==> src/rtl/fetch_aligner_pkg.sv <==
// Shared constants and helpers for the fetch aligner: instruction-size
// decode mask, queue depth and the cache byte-order swap.
package fetch_aligner_pkg;

    localparam logic [31:0] NOP      = 32'h00000013;
    localparam int          HW_DEPTH = 4;
    localparam logic [1:0]  RVC_MASK = 2'b11;

    // The I-cache returns words big-endian; instructions are little-endian.
    function automatic logic [31:0] bswap32(input logic [31:0] w);
        return {w[7:0], w[15:8], w[23:16], w[31:24]};
    endfunction

endpackage

==> src/rtl/fetch_aligner_halfword_queue.sv <==
// Four-entry halfword FIFO with head at slot 0; pops shift toward the head,
// pushes land just behind the post-pop tail.
module halfword_queue
    import fetch_aligner_pkg::*;
(
    input  logic        clk,
    input  logic        rst_n,
    input  logic        flush,
    input  logic [1:0]  push_cnt,
    input  logic [31:0] push_data,
    input  logic [1:0]  pop_cnt,
    output logic [15:0] hw0,
    output logic [15:0] hw1,
    output logic [2:0]  cnt
);

    logic [15:0] q   [HW_DEPTH];
    logic [15:0] q_n [HW_DEPTH];
    logic [2:0]  mid;
    logic [2:0]  cnt_n;

    always_comb begin
        mid = cnt - {1'b0, pop_cnt};
        unique case (pop_cnt)
            2'd1:    q_n = '{q[1], q[2], q[3], 16'h0};
            2'd2:    q_n = '{q[2], q[3], 16'h0, 16'h0};
            default: q_n = q;
        endcase
        // Low halfword of push_data always goes first.
        for (int i = 0; i < HW_DEPTH; i++) begin
            if (push_cnt != 2'd0 && 3'(i) == mid)
                q_n[i] = push_data[15:0];
            if (push_cnt == 2'd2 && 3'(i) == mid + 3'd1)
                q_n[i] = push_data[31:16];
        end
        cnt_n = mid + {1'b0, push_cnt};
    end

    always_ff @(posedge clk) begin
        if (!rst_n) begin
            q   <= '{default: '0};
            cnt <= 3'd0;
        end else begin
            q   <= q_n;
            cnt <= flush ? 3'd0 : cnt_n;
        end
    end

    assign hw0 = q[0];
    assign hw1 = q[1];

endmodule

==> src/rtl/fetch_aligner.sv <==
// Fetch aligner: pulls I-cache words into a halfword queue and emits
// 16/32-bit instructions with their PC; redirect restarts at any halfword.
module fetch_aligner
    import fetch_aligner_pkg::*;
(
    input  logic        clk,
    input  logic        rst_n,
    input  logic        redirect,
    input  logic [31:0] redirect_pc,
    output logic [29:0] I_addr,
    output logic        I_ren,
    input  logic [31:0] I_rdata,
    input  logic        I_stall,
    output logic        out_valid,
    input  logic        out_ready,
    output logic [31:0] out_inst,
    output logic [31:0] out_pc,
    output logic        out_is_rvc
);

    logic [29:0] fa;
    logic [31:0] hpc;
    logic        skip_lo;
    logic [15:0] hw0, hw1;
    logic [2:0]  hw_cnt;
    logic [31:0] word_le;
    logic [31:0] push_data;
    logic [1:0]  push_cnt, pop_cnt;
    logic        head_32, accept, fire;

    assign word_le = bswap32(I_rdata);
    assign head_32 = (hw0[1:0] == RVC_MASK);

    assign I_addr = fa;
    assign I_ren  = rst_n & ~redirect & (hw_cnt <= 3'd2);
    assign accept = I_ren & ~I_stall;

    // After a redirect to an odd halfword, the first word contributes only its upper half.
    assign push_cnt  = !accept ? 2'd0 : (skip_lo ? 2'd1 : 2'd2);
    assign push_data = skip_lo ? {16'h0, word_le[31:16]} : word_le;

    assign out_valid = rst_n & ~redirect &
                       ((hw_cnt >= 3'd2) | ((hw_cnt == 3'd1) & ~head_32));
    assign fire      = out_valid & out_ready;
    assign pop_cnt   = !fire ? 2'd0 : (head_32 ? 2'd2 : 2'd1);

    assign out_inst   = !rst_n ? 32'h0 : (head_32 ? {hw1, hw0} : {16'h0, hw0});
    assign out_pc     = rst_n ? hpc : 32'h0;
    assign out_is_rvc = rst_n & ~head_32;

    halfword_queue u_queue (
        .clk       (clk),
        .rst_n     (rst_n),
        .flush     (redirect),
        .push_cnt  (push_cnt),
        .push_data (push_data),
        .pop_cnt   (pop_cnt),
        .hw0       (hw0),
        .hw1       (hw1),
        .cnt       (hw_cnt)
    );

    always_ff @(posedge clk) begin
        if (!rst_n) begin
            fa      <= 30'h0;
            hpc     <= 32'h0;
            skip_lo <= 1'b0;
        end else if (redirect) begin
            fa      <= redirect_pc[31:2];
            hpc     <= redirect_pc;
            skip_lo <= redirect_pc[1];
        end else begin
            if (accept) begin
                fa      <= fa + 30'd1;
                skip_lo <= 1'b0;
            end
            if (fire)
                hpc <= hpc + (head_32 ? 32'd4 : 32'd2);
        end
    end

endmodule
==> config.mk <==
export PLATFORM = sky130hd
export DESIGN_NAME = fetch_aligner
export DESIGN_NICKNAME = d
export VERILOG_FILES = /design/src/rtl/fetch_aligner_pkg.sv /design/src/rtl/fetch_aligner_halfword_queue.sv /design/src/rtl/fetch_aligner.sv
export SDC_FILE = /design/constraint.sdc
export NUM_CORES = 1
export LEC_CHECK = 0
export CAP_MARGIN = 25
export CORE_ASPECT_RATIO = 0.9
export CORE_MARGIN = 1
export CORE_UTILIZATION = 55
export DETAILED_ROUTE_END_ITERATION = 16
export PLACE_DENSITY = 0.85
export RECOVER_POWER = 50
export SLEW_MARGIN = 20
export SYNTH_ARGS = -nofsm -noshare
export SYNTH_HDL_FRONTEND = slang
export SYNTH_SLANG_ARGS = --single-unit
==> constraint.sdc <==
create_clock -name clk -period 9 [get_ports clk]
set_input_delay 1.8 -clock clk [delete_from_list [all_inputs] [get_ports clk]]
set_output_delay 1.8 -clock clk [all_outputs]
set_load 0.01 [all_outputs]
==> out/summary.txt, run 1 <==
Setup CP Type: primary input to flip-flop
CTS Buffer Depth: 2
Max incr delay on CP: 1.02 ns
Area Overhead vs Synth: 27.7%
Clock power frac: 45.2%
Worst Path Required: 9.30 ns
Ports: 166
Top cells by area, synth: dfxtp_1 32%, a21oi_1 4.9%, o211ai_1 4.8%
Die Y: 118 µm
Synthesized cell area: 8210 µm²
Tmin final: 7.37 ns
Initial Utilization: 57.4%
Number of buffers added on ports: 165
Post-CTS setup buffer count: 0
Vias per inst: 6.70
Vias in the first global route: 8293
GRT Util Overall: 37.9%
Max Clk Rate: 136 MHz
CTS resizes: 0
CP max stage cell: and4b_1
Slew @ Worst Pin: 3.02 ns
CP Max Fanout: 38
Synthesis-stage register bit count: 130
DRC: 0
Antenna-violating nets left: 0
Seq pwr share: 39.6%
Final Util: 73.3%
Worst path buffer plus inverter count: 4
Syn Nets: 1127
Pwr dens: 156 nW/µm²
Clock transition at path regs: 0.06 ns
Tcrit/Tclk final: 81.9%
DR pass1 iterations: 7
Insertion delay to the later sink of the worst-skew pair: 0.43 ns
Max capacitance violation total: 2
Distinct cells, synth: 66
CP endpoint kind: flip-flop
Post-route setup slack: 1.63 ns
Layout cells sized above 1: 7.67%
Filler cells: 1097
Arr. time, crit path: 7.67 ns
Hold slack: 0.482 ns
Die X: 131 µm
# setup viols final: 0
Async S/R FF share, synth: 0%
TritonCTS Buffers: 17
Remaining Overflow, GRT: 0
LEAKAGE: 0.00393 µW
Maximum vdd drop: 145 µV
Synth top area share: 31.7%
RSZ-0062 raised after global routing: false
Antenna fix cells: 0
Die outline area: 15400 µm²
Final Slew Violations: 117
Final nets: 1239
Top FF cell, synth: dfxtp_1
Mapped Cells: 1049
Syn Area/Cell: 7.83 µm²
TritonCTS clock tree: yes
Relative slew slack: -101%
Via count: 9155
First-pass GRT wire length: 45.1 mm
Hold_buf cts: 0
Commonest cells in the netlist: 130 x dfxtp_1, 81 x a21oi_1, 79 x nand2_1
Initial antenna violation count: 0
Most common cell in the netlist: dfxtp_1
Setup crit start kind: primary input
Seq/Total Area, Yosys: 31.7%
Combinational share of power: 15.3%
Core Region: 14300 µm²
Final GP Congestion: 0.979
FP Rows: 41
TritonCTS sink count: 130
Worst hold path type: flip-flop to flip-flop
Status: finished with violations
DR iter-0 viols: 1512
Pin count of the biggest net entering global routing: 87
Sw Ratio: 27.5%
Crit path max-delay family: simple AND/OR/NAND/NOR gates
R2R Path Start: u_queue.hw0[1]$_SDFFE_PN0P_
Yosys top cell by area: dfxtp_1
H-tree level count: 4
EDFF count, synth: 0
Layout Skew: 0.00649 ns
Yosys warnings: 0
Final Hold Vio Count: 0
Routed wire length: 29.0 mm
Final HPWL DP: 20.3 mm
Crit path launch: redirect
Setup TNS: 0 ns
Failing checks: max-capacitance violations, max-slew violations
Crit-path cells: dlygate4sd3_1 -> clkbuf_1 -> and4b_1 -> nand2_1 -> buf_4 -> fa_1 -> xnor2_1 -> inv_1 -> ha_1 -> or4b_1 -> or3_1 -> o211ai_1 -> a21oi_1
Worst Hold Launch: u_queue.hw1[7]$_SDFFE_PN0P_
Pre-CTS WS: 1.72 ns
Routed WL per cell: 21.2 µm
Net Switching: 448 µW
CTS Root Cell: clkbuf_16
Internal cell power: 1180 µW
==> power groups by stage <==
| stage | Combinational [µW] | Sequential [µW] | Clock [µW] |
|---|---|---|---|
| final | 249 | 646 | 737 |
| after global routing | 269 | 649 | 759 |
| after CTS | 248 | 644 | 736 |
| after detailed placement | 246 | 656 | 0 |
| after global placement | 241 | 655 | 0 |
| after floorplan | 131 | 647 | 0 |
==> final timing paths <==
check | cells after the start | endpoint | slack (ns)
setup / recovery | 13 | u_queue.q[20]$_SDFFE_PN0P_ | 1.63
hold / removal | 2 | u_queue.hw1[7]$_SDFFE_PN0P_ | 0.48
setup reg to reg | 11 | u_queue.q[20]$_SDFFE_PN0P_ | 4.04
hold reg to reg | 2 | u_queue.hw1[7]$_SDFFE_PN0P_ | 0.48
==> cells by family (layout without fill, tap and decap cells) <==
logic type / after synthesis / after routing / synth area share, %
simple gates: 381 / 381 / 25.3
compound gates: 332 / 332 / 26.4
flops: 130 / 130 / 31.7
buf+inv: 120 / 245 / 5.73
mux: 42 / 42 / 5.55
xor+xnor: 35 / 35 / 3.73
fa+ha+maj: 9 / 9 / 1.65
==> per-layer routing <==
layer	wire [µm]	GRT usage [%]
met1	11600	53.6
met2	12100	53.7
met3	4130	11.6
met4	1080	13.4
met5	0	0
==> stage by stage <==
| stage | instance area [µm²] | power, µW | instances |
|---|---|---|---|
| 2_1_floorplan | 8210 | 779 | 1049 |
| 3_3_place_gp | 9860 | 896 | 1332 |
| 3_5_place_dp | 9870 | 902 | 1333 |
| 4_1_cts | 10500 | 1630 | 1365 |
| 5_1_grt | 10500 | 1680 | 1367 |
| 6_report | 10500 | 1630 | 1367 |
==> state kept, by name, indices dropped and copies added (netlist names) <==
register,cells
hpc,32
u_queue.q,32
I_addr,30
u_queue.hw0,16
u_queue.hw1,16
u_queue.cnt,3
skip_lo,1
==> final cells by class <==
type                            instances  area [µm²]  share of cell area (%)
Clock buffer                           18         429                    4.09
Clock inverter                         14         188                    1.79
Inverter                               32         120                    1.15
Multi-Input combinational cell        799        5150                    49.1
Sequential cell                       130        2600                    24.8
Tap cell                              193         241                    2.30
Timing Repair Buffer                  181        1760                    16.7
==> worst min-delay path, delay by kind of cell, from the launching register on <==
family | cells | cell delay (ns)
compound gates | 1 | 0.05
flops | 1 | 0.32
simple gates | 1 | 0.06
==> placed cells by master (no fill, tap or decap), types with 20 or more instances in the layout <==
| master | synthesis | layout |
|---|---|---|
| dfxtp_1 | 130 | 129 |
| clkdlybuf4s50_1 | 0 | 123 |
| a21oi_1 | 81 | 80 |
| nand2_1 | 79 | 79 |
| nand3_1 | 63 | 62 |
| o21ai_0 | 56 | 55 |
| o211ai_1 | 52 | 52 |
| nor2_1 | 50 | 50 |
| and2_1 | 47 | 42 |
| dlygate4sd3_1 | 0 | 41 |
| and3_1 | 34 | 34 |
| a22oi_1 | 33 | 33 |
| inv_1 | 31 | 30 |
| mux2_2 | 28 | 28 |
| a31oi_1 | 26 | 26 |
| nand4_1 | 23 | 23 |
| xor2_1 | 22 | 22 |
| nor2b_1 | 20 | 20 |
| a211oi_1 | 20 | 20 |
(Power assumes the default switching activity.)
==> run 2: changes to the inputs <==
--- a/config.mk
+++ b/config.mk
@@ -8,9 +8,9 @@
 export CAP_MARGIN = 25
 export CORE_ASPECT_RATIO = 0.9
 export CORE_MARGIN = 1
-export CORE_UTILIZATION = 55
+export CORE_UTILIZATION = 48
 export DETAILED_ROUTE_END_ITERATION = 16
-export PLACE_DENSITY = 0.85
+export PLACE_DENSITY = 0.78
 export RECOVER_POWER = 50
 export SLEW_MARGIN = 20
 export SYNTH_ARGS = -nofsm -noshare
==> constraint.sdc (replaced) <==
create_clock -name clk -period 6.12 [get_ports clk]
set_input_delay 1.224 -clock clk [delete_from_list [all_inputs] [get_ports clk]]
set_output_delay 1.224 -clock clk [all_outputs]
set_load 0.01 [all_outputs]
==> out/summary.txt, run 2 (synthesized netlist as in run 1, its figures left out) <==
CTS Root Cell: clkbuf_16
TritonCTS clock tree: yes
CTS Buffer Depth: 2 (unchanged)
CP endpoint kind: flip-flop
Arr. time, crit path: 5.84 ns (-1.83 ns)
Remaining Overflow, GRT: 0 (unchanged)
First-pass GRT wire length: 44.6 mm (-1.0%)
Core Region: 16400 µm² (+15%)
Area Overhead vs Synth: 28.4%
Die Y: 126 µm (+6.9%)
Final Hold Vio Count: 0 (unchanged)
DR iter-0 viols: 1297 (-14%)
Dpl cells: 1350 (+1.3%)
Footprint of the multi-input gates: 5160 µm² (+0.15%)
Initial antenna violation count: 0 (unchanged)
TritonCTS sink count: 130 (unchanged)
Relative slew slack: -21.7% (+80 points)
Max Clk Rate: 181 MHz
Maximum vdd drop: 205 µV (+42%)
Max capacitance violation total: 2 (unchanged)
Die X: 140 µm (+6.9%)
Initial Utilization: 50.1% (-7.3 points)
H-tree level count: 4 (unchanged)
Die outline area: 17600 µm² (+14%)
R2R Setup Slk: 1.30 ns (-2.74 ns)
Ports: 166 (unchanged)
Number of buffers added on ports: 165 (unchanged)
Vias per inst: 6.42 (-4.1%)
Final Slew Violations: 145 (+24%)
RSZ-0062 raised after global routing: false
Antenna fix cells: 0 (unchanged)
Tcrit/Tclk final: 90.5%
Post-CTS setup buffer count: 0 (unchanged)
Final Instance Area: 10500 µm² (+0.55%)
Routed wire length: 29.0 mm (about the same)
Pin count of the biggest net entering global routing: 113 (+30%)
Pre-CTS WS: 0.431 ns (-1.29 ns)
CTS resizes: 0 (unchanged)
CP Max Fanout: 18 (-53%)
Setup TNS: 0 ns (unchanged)
Setup CP Type: primary input to flip-flop
Antenna-violating nets left: 0 (unchanged)
DR pass1 iterations: 6 (-1)
Final nets: 1241 (+0.16%)
Routed WL per cell: 20.9 µm (-1.2%)
Failing checks: max-capacitance violations, max-slew violations
Final HPWL DP: 21.0 mm (+3.1%)
Tmin final: 5.54 ns
Layout Skew: 0.00735 ns (+0.000860 ns)
Worst Path Required: 6.43 ns (-2.87 ns)
Most common cell after layout, fill and taps aside: dfxtp_1
Status: finished with violations
Slew @ Worst Pin: 1.83 ns (-1.20 ns)
Final GP Congestion: 0.964 (-1.5%)
Clock transition at path regs: 0.06 ns (about the same)
Via count: 8884 (-3.0%)
TritonCTS Buffers: 17 (unchanged)
Pwr dens: 230 nW/µm² (+48%)
LEAKAGE: 0.00396 µW (+0.71%)
Layout cells sized above 1: 7.99% (+0.33 points)
Post-route setup slack: 0.584 ns (-1.05 ns)
Insertion delay to the later sink of the worst-skew pair: 0.44 ns (about the same)
Vias in the first global route: 7745 (-6.6%)
FP Rows: 44 (+7.3%)
# setup viols final: 0 (unchanged)
DRC: 0 (unchanged)
Most frequent cells in the layout: 129 x dfxtp_1, 118 x clkdlybuf4s50_1, 80 x a21oi_1
GRT Util Overall: 32.7% (-5.2 points)
Finished Layout Cells: 1383 (+1.2%)
Hold_buf cts: 0 (unchanged)
Placed cell area: 9910 µm² (+0.41%)
Setup crit start kind: primary input
Seq. cell area: 2600 µm² (unchanged)
Filler cells: 1441 (+31%)
Worst hold path type: flip-flop to flip-flop
[run 2: changes by cell type in the layout (fill, tap and decap cells not counted), sizes merged]
cell / before / now
buf: 12 / 13
dlygate4sd3: 41 / 46
clkdlybuf4s50: 123 / 118
inv: 31 / 32
[run 2: layout make-up]
cell class / instances / area share [%]
clock buffer: 17 / 4.03
sequential: 130 / 24.7
inverter: 32 / 1.14
tap: 207 / 2.46
timing repair buffer: 183 / 16.8
multi-input combinational: 799 / 48.9
clock inverter: 15 / 1.97
[run 2: through the flow]
stage | util (%) | hold slack [ns] | power [µW]
after floorplan | - | 0.443 | 1140
after global placement | 60.3 | 0.453 | 1320
after detailed placement | 60.4 | 0.463 | 1330
after CTS | 64.3 | 0.471 | 2420
after global routing | 64.3 | 0.491 | 2490
final | 64.3 | 0.472 | 2420
[run 2: final timing paths]
path,from,end,cells after the start
hold reg to reg,u_queue.hw1[9]$_SDFFE_PN0P_,u_queue.hw1[9]$_SDFFE_PN0P_,2
setup / recovery,redirect,u_queue.q[21]$_SDFFE_PN0P_,14
hold / removal,u_queue.hw1[9]$_SDFFE_PN0P_,u_queue.hw1[9]$_SDFFE_PN0P_,2
setup reg to reg,u_queue.cnt[0]$_SDFF_PP0_,u_queue.q[21]$_SDFFE_PN0P_,13
[run 2: metal layers]
metal  vias to the layer above  GRT usage (%)  wire [µm]
met4                         0           10.3        597
li1                       4131              -          -
met5                         -              0          0
met1                      4181           48.8      13100
met2                       519           42.4      11500
met3                        53           12.1       3800
[run 2: worst max-delay path: stages]
cell and delay (ns):
dlygate4sd3_1 0.63, nor2b_1 0.19, o211ai_1 0.22, nor2_1 0.15
ha_1 0.16, inv_1 0.05, fa_1 0.37, xnor2_1 0.39
inv_1 0.20, ha_1 0.36, or4b_1 0.78, or3_1 0.72
o211ai_1 0.30, a21oi_1 0.10
[run 2: power by group]
part | internal (µW) | total, µW | switching [µW]
registers | 896 | 950 | 54.0
logic | 165 | 366 | 201
clock network | 684 | 1110 | 422
total | 1750 | 2420 | 677
